**config.mk**
```make
export PLATFORM = sky130hd
export DESIGN_NAME = dma_mc_controller
export DESIGN_NICKNAME = d
export VERILOG_FILES = /design/src/rtl/dma_pkg.sv /design/src/rtl/dma_rr_arbiter.sv /design/src/rtl/dma_mc_controller.sv
export SDC_FILE = /design/constraint.sdc
export NUM_CORES = 1
export LEC_CHECK = 0
export CELL_PAD_IN_SITES_DETAIL_PLACEMENT = 2
export CELL_PAD_IN_SITES_GLOBAL_PLACEMENT = 2
export CORE_MARGIN = 2
export CORE_UTILIZATION = 30
export DETAILED_ROUTE_END_ITERATION = 8
export GPL_TIMING_DRIVEN = 0
export PLACE_DENSITY_LB_ADDON = 0.1
export SLEW_MARGIN = 20
export SYNTH_ARGS = -nofsm -noshare
export SYNTH_HDL_FRONTEND = slang
export SYNTH_SLANG_ARGS = --single-unit
```
**constraint.sdc**
```tcl
create_clock -name clk -period 9.1 [get_ports clk]
set_clock_uncertainty 0.15 [all_clocks]
set_input_delay 1.82 -clock clk [delete_from_list [all_inputs] [get_ports clk]]
set_output_delay 1.82 -clock clk [all_outputs]
set_load 0.02 [all_outputs]
```
**src/rtl/dma_pkg.sv**
```systemverilog
// Shared types for the multi-channel DMA controller: FSM encoding, channel
// context record and memory-port constants.
package dma_pkg;
  localparam int CTX_AW = 16;

  typedef enum logic [3:0] {
    IDLE, ARB, MEM_RD, DEV_WR, DEV_RD, MEM_WR, YIELD, DONE, ERROR
  } dma_state_e;

  typedef struct packed {
    logic [CTX_AW-1:0] cur_addr;
    logic [CTX_AW-1:0] remaining;
    logic              busy;
    logic              dir;
  } ctx_t;

  localparam logic       DIR_RD  = 1'b1;
  localparam logic       DIR_WR  = 1'b0;
  localparam logic [1:0] WE_WORD = 2'b11;
endpackage

```
**src/rtl/dma_rr_arbiter.sv**
```systemverilog
// Round-robin arbiter: searches from the channel after the last grant.
// Grant is combinational; the pointer only moves when advance is asserted.
module dma_rr_arbiter #(
  parameter int NCH = 4
) (
  input  logic           clk,
  input  logic           reset,
  input  logic [NCH-1:0] req,
  input  logic           advance,
  output logic [NCH-1:0] grant
);
  localparam int PW = $clog2(NCH);

  logic [PW-1:0] r_ptr;
  logic [PW-1:0] w_idx;
  logic [PW-1:0] w_k;
  logic          w_found;

  always_comb begin
    w_found = 1'b0;
    w_idx   = '0;
    w_k     = '0;
    for (int i = 0; i < NCH; i++) begin
      w_k = PW'((int'(r_ptr) + i) % NCH);
      if (!w_found && req[w_k]) begin
        w_found = 1'b1;
        w_idx   = w_k;
      end
    end
    grant = w_found ? ({{(NCH-1){1'b0}}, 1'b1} << w_idx) : '0;
  end

  always_ff @(posedge clk or posedge reset) begin
    if (reset)
      r_ptr <= '0;
    else if (advance && w_found)
      r_ptr <= (w_idx == PW'(NCH - 1)) ? '0 : w_idx + PW'(1);
  end
endmodule

```
**src/rtl/dma_mc_controller.sv**
```systemverilog
// Multi-channel DMA engine: per-channel contexts time-share one memory port
// in bursts, moving one word at a time through a single staging register.
module dma_mc_controller
  import dma_pkg::*;
#(
  parameter int             ADDR_W      = CTX_AW,
  parameter int             DATA_W      = 16,
  parameter int             NCH         = 4,
  parameter int             BURST_LEN   = 8,
  parameter logic [NCH-1:0] HIPRIO_MASK = '0
) (
  input  logic                    clk,
  input  logic                    reset,
  input  logic [NCH-1:0]          rqst,
  input  logic [NCH-1:0]          rd_wr,
  input  logic [NCH*(ADDR_W+1)-1:0] start_addr,
  input  logic [NCH*ADDR_W-1:0]   num_words,
  input  logic [NCH-1:0]          dev_ack,
  input  logic [NCH*DATA_W-1:0]   dev_in,
  output logic [DATA_W-1:0]       dev_out,
  output logic [NCH-1:0]          dma_ack,
  output logic [NCH-1:0]          end_flag,
  output logic [NCH-1:0]          err_flag,
  output logic [NCH-1:0]          busy,
  input  logic [DATA_W-1:0]       dma_in,
  input  logic                    dma_ready,
  input  logic                    dma_resp,
  output logic [ADDR_W-1:0]       dma_addr,
  output logic [DATA_W-1:0]       dma_out,
  output logic                    dma_en,
  output logic [1:0]              dma_we,
  output logic                    dma_priority
);
  localparam int CW = $clog2(NCH);
  localparam int BW = $clog2(BURST_LEN + 1);

  dma_state_e          r_state, w_next, w_after, w_word_nx;
  ctx_t [NCH-1:0]      r_ctx;
  logic [CW-1:0]       r_ch, w_gidx;
  logic [ADDR_W-1:0]   r_addr, r_rem;
  logic [BW-1:0]       r_burst;
  logic [DATA_W-1:0]   r_stage;
  logic [NCH-1:0]      r_zend, w_busy, w_grant, w_ch_oh, w_unused_lsb;
  logic [ADDR_W-1:0]   w_sa [NCH];
  logic [ADDR_W-1:0]   w_nw [NCH];
  logic [DATA_W-1:0]   w_din [NCH];
  logic                w_dir, w_step, w_adv;

  for (genvar c = 0; c < NCH; c++) begin : g_ch
    assign w_sa[c]         = start_addr[c*(ADDR_W+1)+1 +: ADDR_W];
    assign w_unused_lsb[c] = start_addr[c*(ADDR_W+1)];
    assign w_nw[c]         = num_words[c*ADDR_W +: ADDR_W];
    assign w_din[c]        = dev_in[c*DATA_W +: DATA_W];
    assign w_busy[c]       = r_ctx[c].busy;
  end

  assign busy  = w_busy;
  assign w_adv = (r_state == IDLE);

  dma_rr_arbiter #(.NCH(NCH)) u_arb (
    .clk     (clk),
    .reset   (reset),
    .req     (w_busy),
    .advance (w_adv),
    .grant   (w_grant)
  );

  always_comb begin
    w_gidx = '0;
    for (int c = 0; c < NCH; c++)
      if (w_grant[c]) w_gidx = CW'(c);
  end

  assign w_ch_oh   = {{(NCH-1){1'b0}}, 1'b1} << r_ch;
  assign w_dir     = r_ctx[r_ch].dir;
  assign w_word_nx = (w_dir == DIR_RD) ? MEM_RD : DEV_RD;
  assign w_step    = (r_state == DEV_WR && dev_ack[r_ch]) ||
                     (r_state == MEM_WR && dma_ready && !dma_resp);

  // Completion beats wrap: a final word at the top address is not an error.
  always_comb begin
    if (r_rem == ADDR_W'(1))                    w_after = DONE;
    else if (&r_addr)                           w_after = ERROR;
    else if (r_burst + BW'(1) == BW'(BURST_LEN)) w_after = YIELD;
    else                                        w_after = w_word_nx;
  end

  always_ff @(posedge clk or posedge reset) begin
    if (reset) r_state <= IDLE;
    else       r_state <= w_next;
  end

  always_comb begin
    w_next       = r_state;
    dma_en       = 1'b0;
    dma_we       = 2'b00;
    dma_addr     = '0;
    dma_out      = '0;
    dev_out      = '0;
    dma_ack      = '0;
    end_flag     = r_zend;
    err_flag     = '0;
    dma_priority = (r_state != IDLE) && HIPRIO_MASK[r_ch];
    case (r_state)
      IDLE:   if (|w_busy) w_next = ARB;
      ARB:    w_next = w_word_nx;
      MEM_RD: begin
        dma_en   = 1'b1;
        dma_addr = r_addr;
        if (dma_ready) w_next = dma_resp ? ERROR : DEV_WR;
      end
      DEV_WR: begin
        dma_ack = w_ch_oh;
        dev_out = r_stage;
        if (dev_ack[r_ch]) w_next = w_after;
      end
      DEV_RD: if (dev_ack[r_ch]) begin
        dma_ack = w_ch_oh;
        w_next  = MEM_WR;
      end
      MEM_WR: begin
        dma_en   = 1'b1;
        dma_we   = WE_WORD;
        dma_addr = r_addr;
        dma_out  = r_stage;
        if (dma_ready) w_next = dma_resp ? ERROR : w_after;
      end
      YIELD:  w_next = IDLE;
      DONE: begin
        end_flag = r_zend | w_ch_oh;
        w_next   = IDLE;
      end
      ERROR: begin
        err_flag = w_ch_oh;
        w_next   = IDLE;
      end
      default: w_next = IDLE;
    endcase
  end

  // Capture only touches idle channels; the FSM only writes the owned (busy) one.
  always_ff @(posedge clk or posedge reset) begin
    if (reset) begin
      r_ctx   <= '0;
      r_ch    <= '0;
      r_addr  <= '0;
      r_rem   <= '0;
      r_burst <= '0;
      r_stage <= '0;
      r_zend  <= '0;
    end else begin
      r_zend <= '0;
      for (int c = 0; c < NCH; c++) begin
        if (rqst[c] && !r_ctx[c].busy) begin
          r_ctx[c].cur_addr  <= w_sa[c];
          r_ctx[c].remaining <= w_nw[c];
          r_ctx[c].dir       <= rd_wr[c];
          r_ctx[c].busy      <= (w_nw[c] != '0);
          r_zend[c]          <= (w_nw[c] == '0);
        end
      end
      case (r_state)
        IDLE: if (|w_grant) r_ch <= w_gidx;
        ARB: begin
          r_addr  <= r_ctx[r_ch].cur_addr;
          r_rem   <= r_ctx[r_ch].remaining;
          r_burst <= '0;
        end
        MEM_RD: if (dma_ready && !dma_resp) r_stage <= dma_in;
        DEV_RD: if (dev_ack[r_ch]) r_stage <= w_din[r_ch];
        YIELD: begin
          r_ctx[r_ch].cur_addr  <= r_addr;
          r_ctx[r_ch].remaining <= r_rem;
          r_burst               <= '0;
        end
        DONE, ERROR: r_ctx[r_ch].busy <= 1'b0;
        default: ;
      endcase
      if (w_step) begin
        r_addr  <= r_addr + ADDR_W'(1);
        r_rem   <= r_rem - ADDR_W'(1);
        r_burst <= r_burst + BW'(1);
      end
    end
  end
endmodule

```
# Word-level counts from Yosys, hierarchy flattened
# Index checks and enable logic that the tools add are counted.
[totals]
register_bits = 200
input_bits = 228
out_inout_bits = 68
[op_classes]
add_sub_neg = 7
magnitude_cmp = 7
eq_ne = 17
shift = 2
mux = 78
bitwise = 2
n_reduce_logical = 45
[op_table]
columns = ["cell", "n"]
rows = [
  ["136-bit bitwise mux", 3],
  ["136-bit one-hot mux with 2 select lines", 1],
  ["34-bit demux with 2-bit select", 3],
  ["34-bit 2-to-1 mux", 6],
  ["16-bit 2-to-1 mux", 11],
  ["34-bit binary-select mux with 2-bit select", 1],
  ["16-bit zero test", 4],
  ["16-bit nonzero test", 4],
  ["4-bit 2-to-1 mux", 15],
  ["16-bit binary-select mux with 2-bit select", 1],
  ["16-bit one-hot mux with 2 select lines", 1],
  ["4-bit one-hot mux with 6 select lines", 1],
  ["18-bit 2-to-1 mux", 1],
  ["2-bit 2-to-1 mux", 9],
  ["16-bit by 1-bit adder with 16-bit output, second input constant", 1],
  ["16-bit by 1-bit equality test with 1-bit output, second input constant", 1],
  ["4-bit by 3-bit equality test with 1-bit output, second input constant", 4],
  ["1-bit 2-to-1 mux", 16],
  ["16-bit AND reduction", 1],
  ["16-bit by 1-bit subtractor with 16-bit output, second input constant", 1],
  ["2-bit by 3-bit less-than comparator with 1-bit output, second input constant", 5],
  ["1-bit logical AND", 14],
  ["1-bit binary-select mux with 2-bit select", 6],
  ["2-bit inequality test, second input constant", 5],
  ["other kinds (25)", 43],
]

# Longest topological paths before layout
# Gate-level depths: netlist (run 1).
[depth]
word_depth = 17
ltp_mapped = 9
depth_no_buf = 8

# Modules after synthesis
# From an unflattened synthesis (run 1), not the netlist that was laid out.
[unflattened]
cells_unflattened = 1189
hier_area_um2 = 11700.0
[modules_own_cells]
columns = ["mod", "n_inst", "cells_per_inst", "area_each_um2"]
rows = [
  ["dma_mc_controller", 1, 1159, 11421.0],
  ["dma_rr_arbiter", 1, 30, 279.0],
]

# Least setup slack after synthesis (run 1)
# OpenSTA, ideal clock, no wires.
[synth_timing]
path_type = "input-to-output"
startpoint = "in dev_ack[3]"
endpoint = "out dma_ack[0]"
arrival_time_ns = 2.762
required_ns = 7.130
slack_ns = 4.368
path_stages = 3
path_cell_list = "mux4_2 > a21oi_1 > nor3_1"
[synth_via]
elab_chain_cells = 4
[synth_lines]
columns = ["item", "line_no", "source"]
rows = [
  ["start, declared", "dma_mc_controller.sv:18", "input logic [NCH-1:0] dev_ack,"],
  ["1-bit binary-select mux with 2-bit select", "dma_mc_controller.sv:117", "DEV_RD: if (dev_ack[r_ch]) begin"],
  ["1-bit 2-to-1 mux (not written as such)", "dma_mc_controller.sv:117", ""],
  ["4-bit 2-to-1 mux", "dma_mc_controller.sv:117", ""],
  ["4-bit one-hot mux with 2 select lines", "dma_mc_controller.sv:104", "case (r_state)"],
  ["end, declared", "dma_mc_controller.sv:21", "output logic [NCH-1:0] dma_ack,"],
]
# No other way between the ends. The select of a mux whose other input is x is not followed.

# Worst setup path after layout (run 1)
# Same ends and word-level chain as after synthesis.

==> results of run 1 <==
-- power by group through the flow --
stage | registers (W) | logic (W) | clock network, W
after detailed placement | 0.00163 | 0.00238 | 0
final | 0.00163 | 0.00239 | 0.000813
after global placement | 0.00161 | 0.00230 | 0
after global routing | 0.00167 | 0.00260 | 0.000856
after CTS | 0.00161 | 0.00239 | 0.000825
after floorplan | 0.00149 | 0.00150 | 0
-- logic make-up after synthesis --
| kind of cell | after synthesis | share of synthesized area, % |
|---|---|---|
| AOI/OAI and AO/OA | 259 | 12.83 |
| xor gates and xnor gates | 1 | 0.07551 |
| adders and majority gates | 8 | 0.8628 |
| buffers and inverters | 116 | 4.239 |
| DFF | 200 | 43.14 |
| muxes | 200 | 22.70 |
| other | 1 | 0.03232 |
| and+or+nand+nor | 388 | 16.11 |
-- through the flow --
step	power (W)	setup TNS [ns]	worst slack, ns
finish	0.004831	0	3.335
global route	0.005124	0	3.245
CTS	0.004832	0	3.320
detailed placement	0.004011	0	3.323
global placement	0.003906	-377.96	-1.919
floorplan	0.002989	0	1.676
-- cell usage in the layout (no fill, tap or decap), types with 9 or more instances in the layout --
master	count
o21ai_0	155
clkdlybuf4s50_1	290
nand3_1	17
clkbuf_16	17
clkbuf_1	71
nor2b_1	10
dfrtp_1	200
nor2_1	71
nor3_1	11
mux4_2	50
buf_2	16
a21oi_1	47
mux2i_1	145
nor4_1	21
a211oi_1	9
inv_1	9
and2_1	51
nand2_1	163
-- flip-flops by register name, summed over array words and instances (netlist names), named ones only --
register     cells
r_rem           16
r_state          4
busy             4
r_burst          4
r_addr          16
r_ctx          131
u_arb.r_ptr      2
r_zend           4
r_ch             2
r_stage         16
-- path summary, 6_finish.rpt --
kind | cells past startpoint | slack [ns] | to | from
setup / recovery | 5 | 3.34 | dma_ack[0] | dev_ack[3]
hold reg to reg | 1 | 0.36 | r_ctx[68] | r_ctx[68]
setup reg to reg | 5 | 5.93 | r_ctx[122] | r_state[3]
max in group asynchronous | 4 | 6.02 | r_stage[9] | reset
min in group asynchronous | 2 | 1.59 | r_ctx[3] | reset
hold / removal | 1 | 0.36 | r_ctx[68] | r_ctx[68]
-- cell type report --
type,count,area [um^2],share of cell area (%)
Multi-Input combinational cell,857,6112,38.63
Tap cell,518,648.1,4.096
Sequential cell,200,5005,31.63
Buffer,106,459.2,2.902
Clock buffer,17,425.4,2.688
Clock inverter,14,163.9,1.036
Timing Repair Buffer,293,2965,18.74
Inverter,10,45.04,0.2847
-- per-layer routing --
metal  share of wire (%)  wire [um]  global-route usage (%)
met4                 2.0       1135                   8.333
met5               0.021         12                       0
met1                  44      24620                   36.60
met3                 5.7       3195                   6.071
met2                  49      27390                   47.83
==> results.yml, run 1 <==
sta:
  slew_headroom_pct: 18.19
  finalCritPeriodShare_pct: 63.35
  period_needed_ns: 5.765
  hold_viol: 0
  slew_viol_final: 0
  rsz0062_at_grt: "false"
  finalSetupViolations: 0
  tightest_slew_ns: 1.227
  fmax_mhz: 173.5
  hold_ws_ns: 0.3648
detailed_routing:
  dr.pass1.iters: 5
  viasPerCell: 5.486
  routed_wl_mm: 56.35
  via_count: 11050
  post_drt_wl_per_cell_um: 27.97
  drt_drc_violations_left: 0
  antenna_left: 0
  drt_iter0_markers: 642
placed_design:
  io_buffers: 290
  placed_area_mm2: 0.01523
  place_congestion: 0.8593
  placedCellCount: 1984
  dp_hpwl_mm: 43.18
worst_setup_path:
  crit_fanout: 6
  critPathCaptureType: "output pin"
  path_delay_family: "buffers and inverters"
  cp_slowest_stage_delay_ns: 0.57
  crit_top_cell: "clkdlybuf4s50_1"
  critical-path-slowest-cell: "mux4_2"
  crit_chain: "clkdlybuf4s50_1 -> mux4_2 -> a21oi_1 -> nor3_1 -> clkdlybuf4s50_1"
  crit_arrival_ns: 3.79
  start_kind: "input pin"
  worstSetupPathType: "in -> out"
  worstPathRequired_ns: 7.13
  worst-path-buf-inv: 2
grt:
  grt_use_total_pct: 28.34
  antenna_found_initial: 2
  grt_pass1_vias: 12210
  overflow: 0
  grt_pass1_wl_mm: 83.50
  grt_max_degree: 88
floorplanning:
  dieArea_mm2: 0.04026
  core_area_mm2: 0.03838
  pin_count: 296
  row_count: 72
  initial_core_util_pct: 30.23
  die_x_um: 200.6
  die_height_um: 200.6
yosys:
  synth-main-ff-cell: "dfrtp_1"
  synth_area_leaders: "dfrtp_1, mux2i_1, mux4_2"
  yosysWarnings: 0
  synth_top_area_share_pct: 43.14
  seq_area_frac_synth_pct: 43.14
  synth_enable_flop_cells: 0
  synth_seq_cells: 200
  avgSynthCellArea_um2: 9.890
  synth.most_common_cell: "dfrtp_1"
  synth_area_leader_cell: "dfrtp_1"
  netlist_instances: 1173
  synthArstFlopShare_pct: 100.0
  syn_nets: 1409
  netlist-cell-type-count: 61
  synth_common_cells: "dfrtp_1, nand2_1, o21ai_0"
  synth_area_mm2: 0.01160
final_layout:
  utilization_pct: 41.23
  finalNonFillerCells: 2015
  drive_gt1_share_pct: 8.751
  nets: 1721
  antenna_cells: 0
  fin_area_mm2: 0.01582
  synthToLayoutAreaGrowth_pct: 36.40
  fillers: 4166
hold_path:
  hold_path_class: "reg -> reg"
power_and_ir_drop:
  pwr-share-clk_pct: 16.8
  p_leak_nw: 6.318
  max-vdd-ir-drop_uv: 158.6
  swShare_pct: 43.39
  internal-power_w: 0.002735
  pwr-share-seq_pct: 33.7
  power_density_mw_per_mm2: 305.3
  pwr-share-comb_pct: 49.5
  switchingPower_w: 0.002096
clocking:
  post_cts_buffers: 0
  cts_hold_buf: 0
  cts_root_buf: "clkbuf_16"
  numCtsBuffers: 17
  path_clk_slew_ns: 0.07
  htreeDepth: 4
  cts_tree: "yes"
  clk_latency_ns: 0.47
  clk_path_buf_depth: 2
  clock-sinks: 200
  cts_resized: 0
flow_run:
  cap_violations: 0
outcome:
  status: "finished, final reports clean"
(Power assumes the default switching activity.)
==> run 2: changes to the inputs <==
Settings changed: CORE_UTILIZATION 30 to 27.
Clock period 9.1 ns to 4.9 ns, I/O delays scaled along.
==> run 2 against run 1 <==
Compared with the run above: worst setup slack worse by 3.0 ns; critical path depth is 1 higher; core utilization is 3.4 points lower; first-iteration DRC count is 6.5% lower; via count is 0.43% lower; clock-buffer cell count is 1 higher; hold slack worse by 0.0073 ns; design area is 0.80% higher; die area is 11% higher; final cell count is 1.4% higher; combinational power is 85% higher; critical endpoint is now end_flag[0].
==> results.yml, run 2 (synthesis results as in run 1) <==
grt:
  busiest_layer: "met2"
  overflow: 0
  grt_max_degree: 30
  grt_use_met2_pct: 43.65
  grt_use_total_pct: 26.45
  grt_pass1_vias: 11960
  grt_pass1_wl_mm: 84.44
  grt_util_met3_pct: 4.921
  gr-usage-met1_pct: 35.16
  antenna_found_initial: 1
final_layout:
  synthToLayoutAreaGrowth_pct: 37.49
  largest_reg_flops: 131
  fillers: 4587
  final_common_cell: "clkdlybuf4s50_1"
  final_cell_mix: "clkdlybuf4s50_1, dfrtp_1, nand2_1"
  fin_area_mm2: 0.01595
  nets: 1726
  largest-register: "r_ctx"
  drive_gt1_share_pct: 9.182
worst_setup_path:
  cp-endpoint: "end_flag[0]"
  critPathCaptureType: "output pin"
  cp_slowest_stage_delay_ns: 0.70
  crit_top_cell: "buf_2"
  crit_fanout: 10
  r2r_end: "r_stage[5]"
  worstPathRequired_ns: 3.77
  reg2reg_depth: 6
  r2r-start: "r_ch[1]"
  critical-path-slowest-cell: "buf_1"
  cp-startpoint: "r_ch[1]"
  worstSetupPathType: "reg -> out"
  rrSetupSlack_ns: 1.60
  crit_arrival_ns: 3.48
  start_kind: "flop"
  crit_chain: "buf_2 -> buf_2 -> buf_1 -> nor2_1 -> a41o_1 -> clkdlybuf4s50_1"
detailed_routing:
  post_drt_wl_per_cell_um: 28.47
  drt_drc_violations_left: 0
  drt_iter0_markers: 600
  routed_wl_mm: 58.16
  via_count: 11010
  antenna_left: 0
  viasPerCell: 5.387
  dr.pass1.iters: 5
placed_design:
  dp_hpwl_mm: 44.80
  io_buffers: 290
  placed_area_mm2: 0.01537
  place_congestion: 0.8423
sta:
  finalSetupViolations: 0
  finalCritPeriodShare_pct: 94.06
  hold_viol: 0
  slew_viol_final: 0
  rsz0062_at_grt: "false"
  period_needed_ns: 4.609
  tightest_slew_ns: 1.231
  slew_headroom_pct: 17.95
  hold_ws_ns: 0.3575
  fmax_mhz: 217.0
clocking:
  htreeDepth: 4
  clk_path_buf_depth: 2
  path_clk_slew_ns: 0.08
  cts_hold_buf: 0
  post_cts_buffers: 0
  numCtsBuffers: 17
  cts_tree: "yes"
  cts_root_buf: "clkbuf_16"
  clock-sinks: 200
  cts_resized: 0
  clk_latency_ns: 0.47
floorplanning:
  dieArea_mm2: 0.04464
  die_height_um: 211.3
  row_count: 75
  pin_count: 296
  initial_core_util_pct: 27.53
  die_x_um: 211.3
  core_area_mm2: 0.04213
power_and_ir_drop:
  max-vdd-ir-drop_uv: 278.9
  total_power_w: 0.008931
  power_density_mw_per_mm2: 559.9
  p_leak_nw: 6.344
hold_path:
  hold_path_class: "reg -> reg"
outcome:
  status: "finished, final reports clean"
flow_run:
  cap_violations: 0
## run 2: through the flow
stage / cells / util [%] / setup slack, ns / setup TNS [ns]
finish: 2043 / 37.86 / 0.2909 / 0
global route: 2042 / 37.85 / 0.06579 / 0
CTS: 2042 / 37.84 / 0.2853 / 0
detailed placement: 2011 / 36.48 / 0.4344 / 0
global placement: 2002 / 36.03 / -0.9171 / -177.51
floorplan: 1173 / - / 1.182 / 0
## run 2: final cells by class
class | instances | area, um^2 | area share, %
diodes | 1 | 2.502 | 0.01569
flip-flops and latches | 200 | 5005 | 31.38
repair buffers | 299 | 3078 | 19.30
clock inverters | 14 | 140.1 | 0.8786
multi-input cells | 857 | 6117 | 38.35
inverters | 10 | 41.29 | 0.2589
well taps | 539 | 674.4 | 4.228
clock buffers | 18 | 439.2 | 2.753
plain buffers | 105 | 452.9 | 2.840
## run 2: worst min-delay path by stage
| stage | start | to | slack, ns | cells after the start |
|---|---|---|---|---|
| finish | flop | flop | 0.36 | 1 |
| global route | flop | flop | 0.37 | 1 |
| CTS | flop | flop | 0.36 | 1 |
| detailed placement | flop | flop | 0.34 | 1 |
| global placement | r_ctx[102] | r_ctx[102] | 0.33 | 1 |
| floorplan | r_ctx[102] | r_ctx[102] | 0.32 | 1 |
## run 2: report_power, final
group | total, W | switching, W | internal (W) | leakage (nW)
Combinational | 0.00442 | 0.00253 | 0.00189 | 3.83
Sequential | 0.00303 | 0.000598 | 0.00243 | 2.24
Clock | 0.00148 | 0.000755 | 0.000728 | 0.275
Total | 0.00893 | 0.00388 | 0.00505 | 6.34
## run 2: metal layers
metal  vias up  share of wire, %  wire length (um)
li1       4868                 -                 -
met1      5734                44             25870
met2       341                47             27610
met3        63               5.5              3198
met4         0               2.5              1483
met5         -                 0                 0
## run 2: critical path: cells and delay by family (launching register included)
family | cells | cell delay, ns
compound gates | 1 | 0.28
buf+inv | 4 | 2.21
flops | 1 | 0.42
simple gates | 1 | 0.08
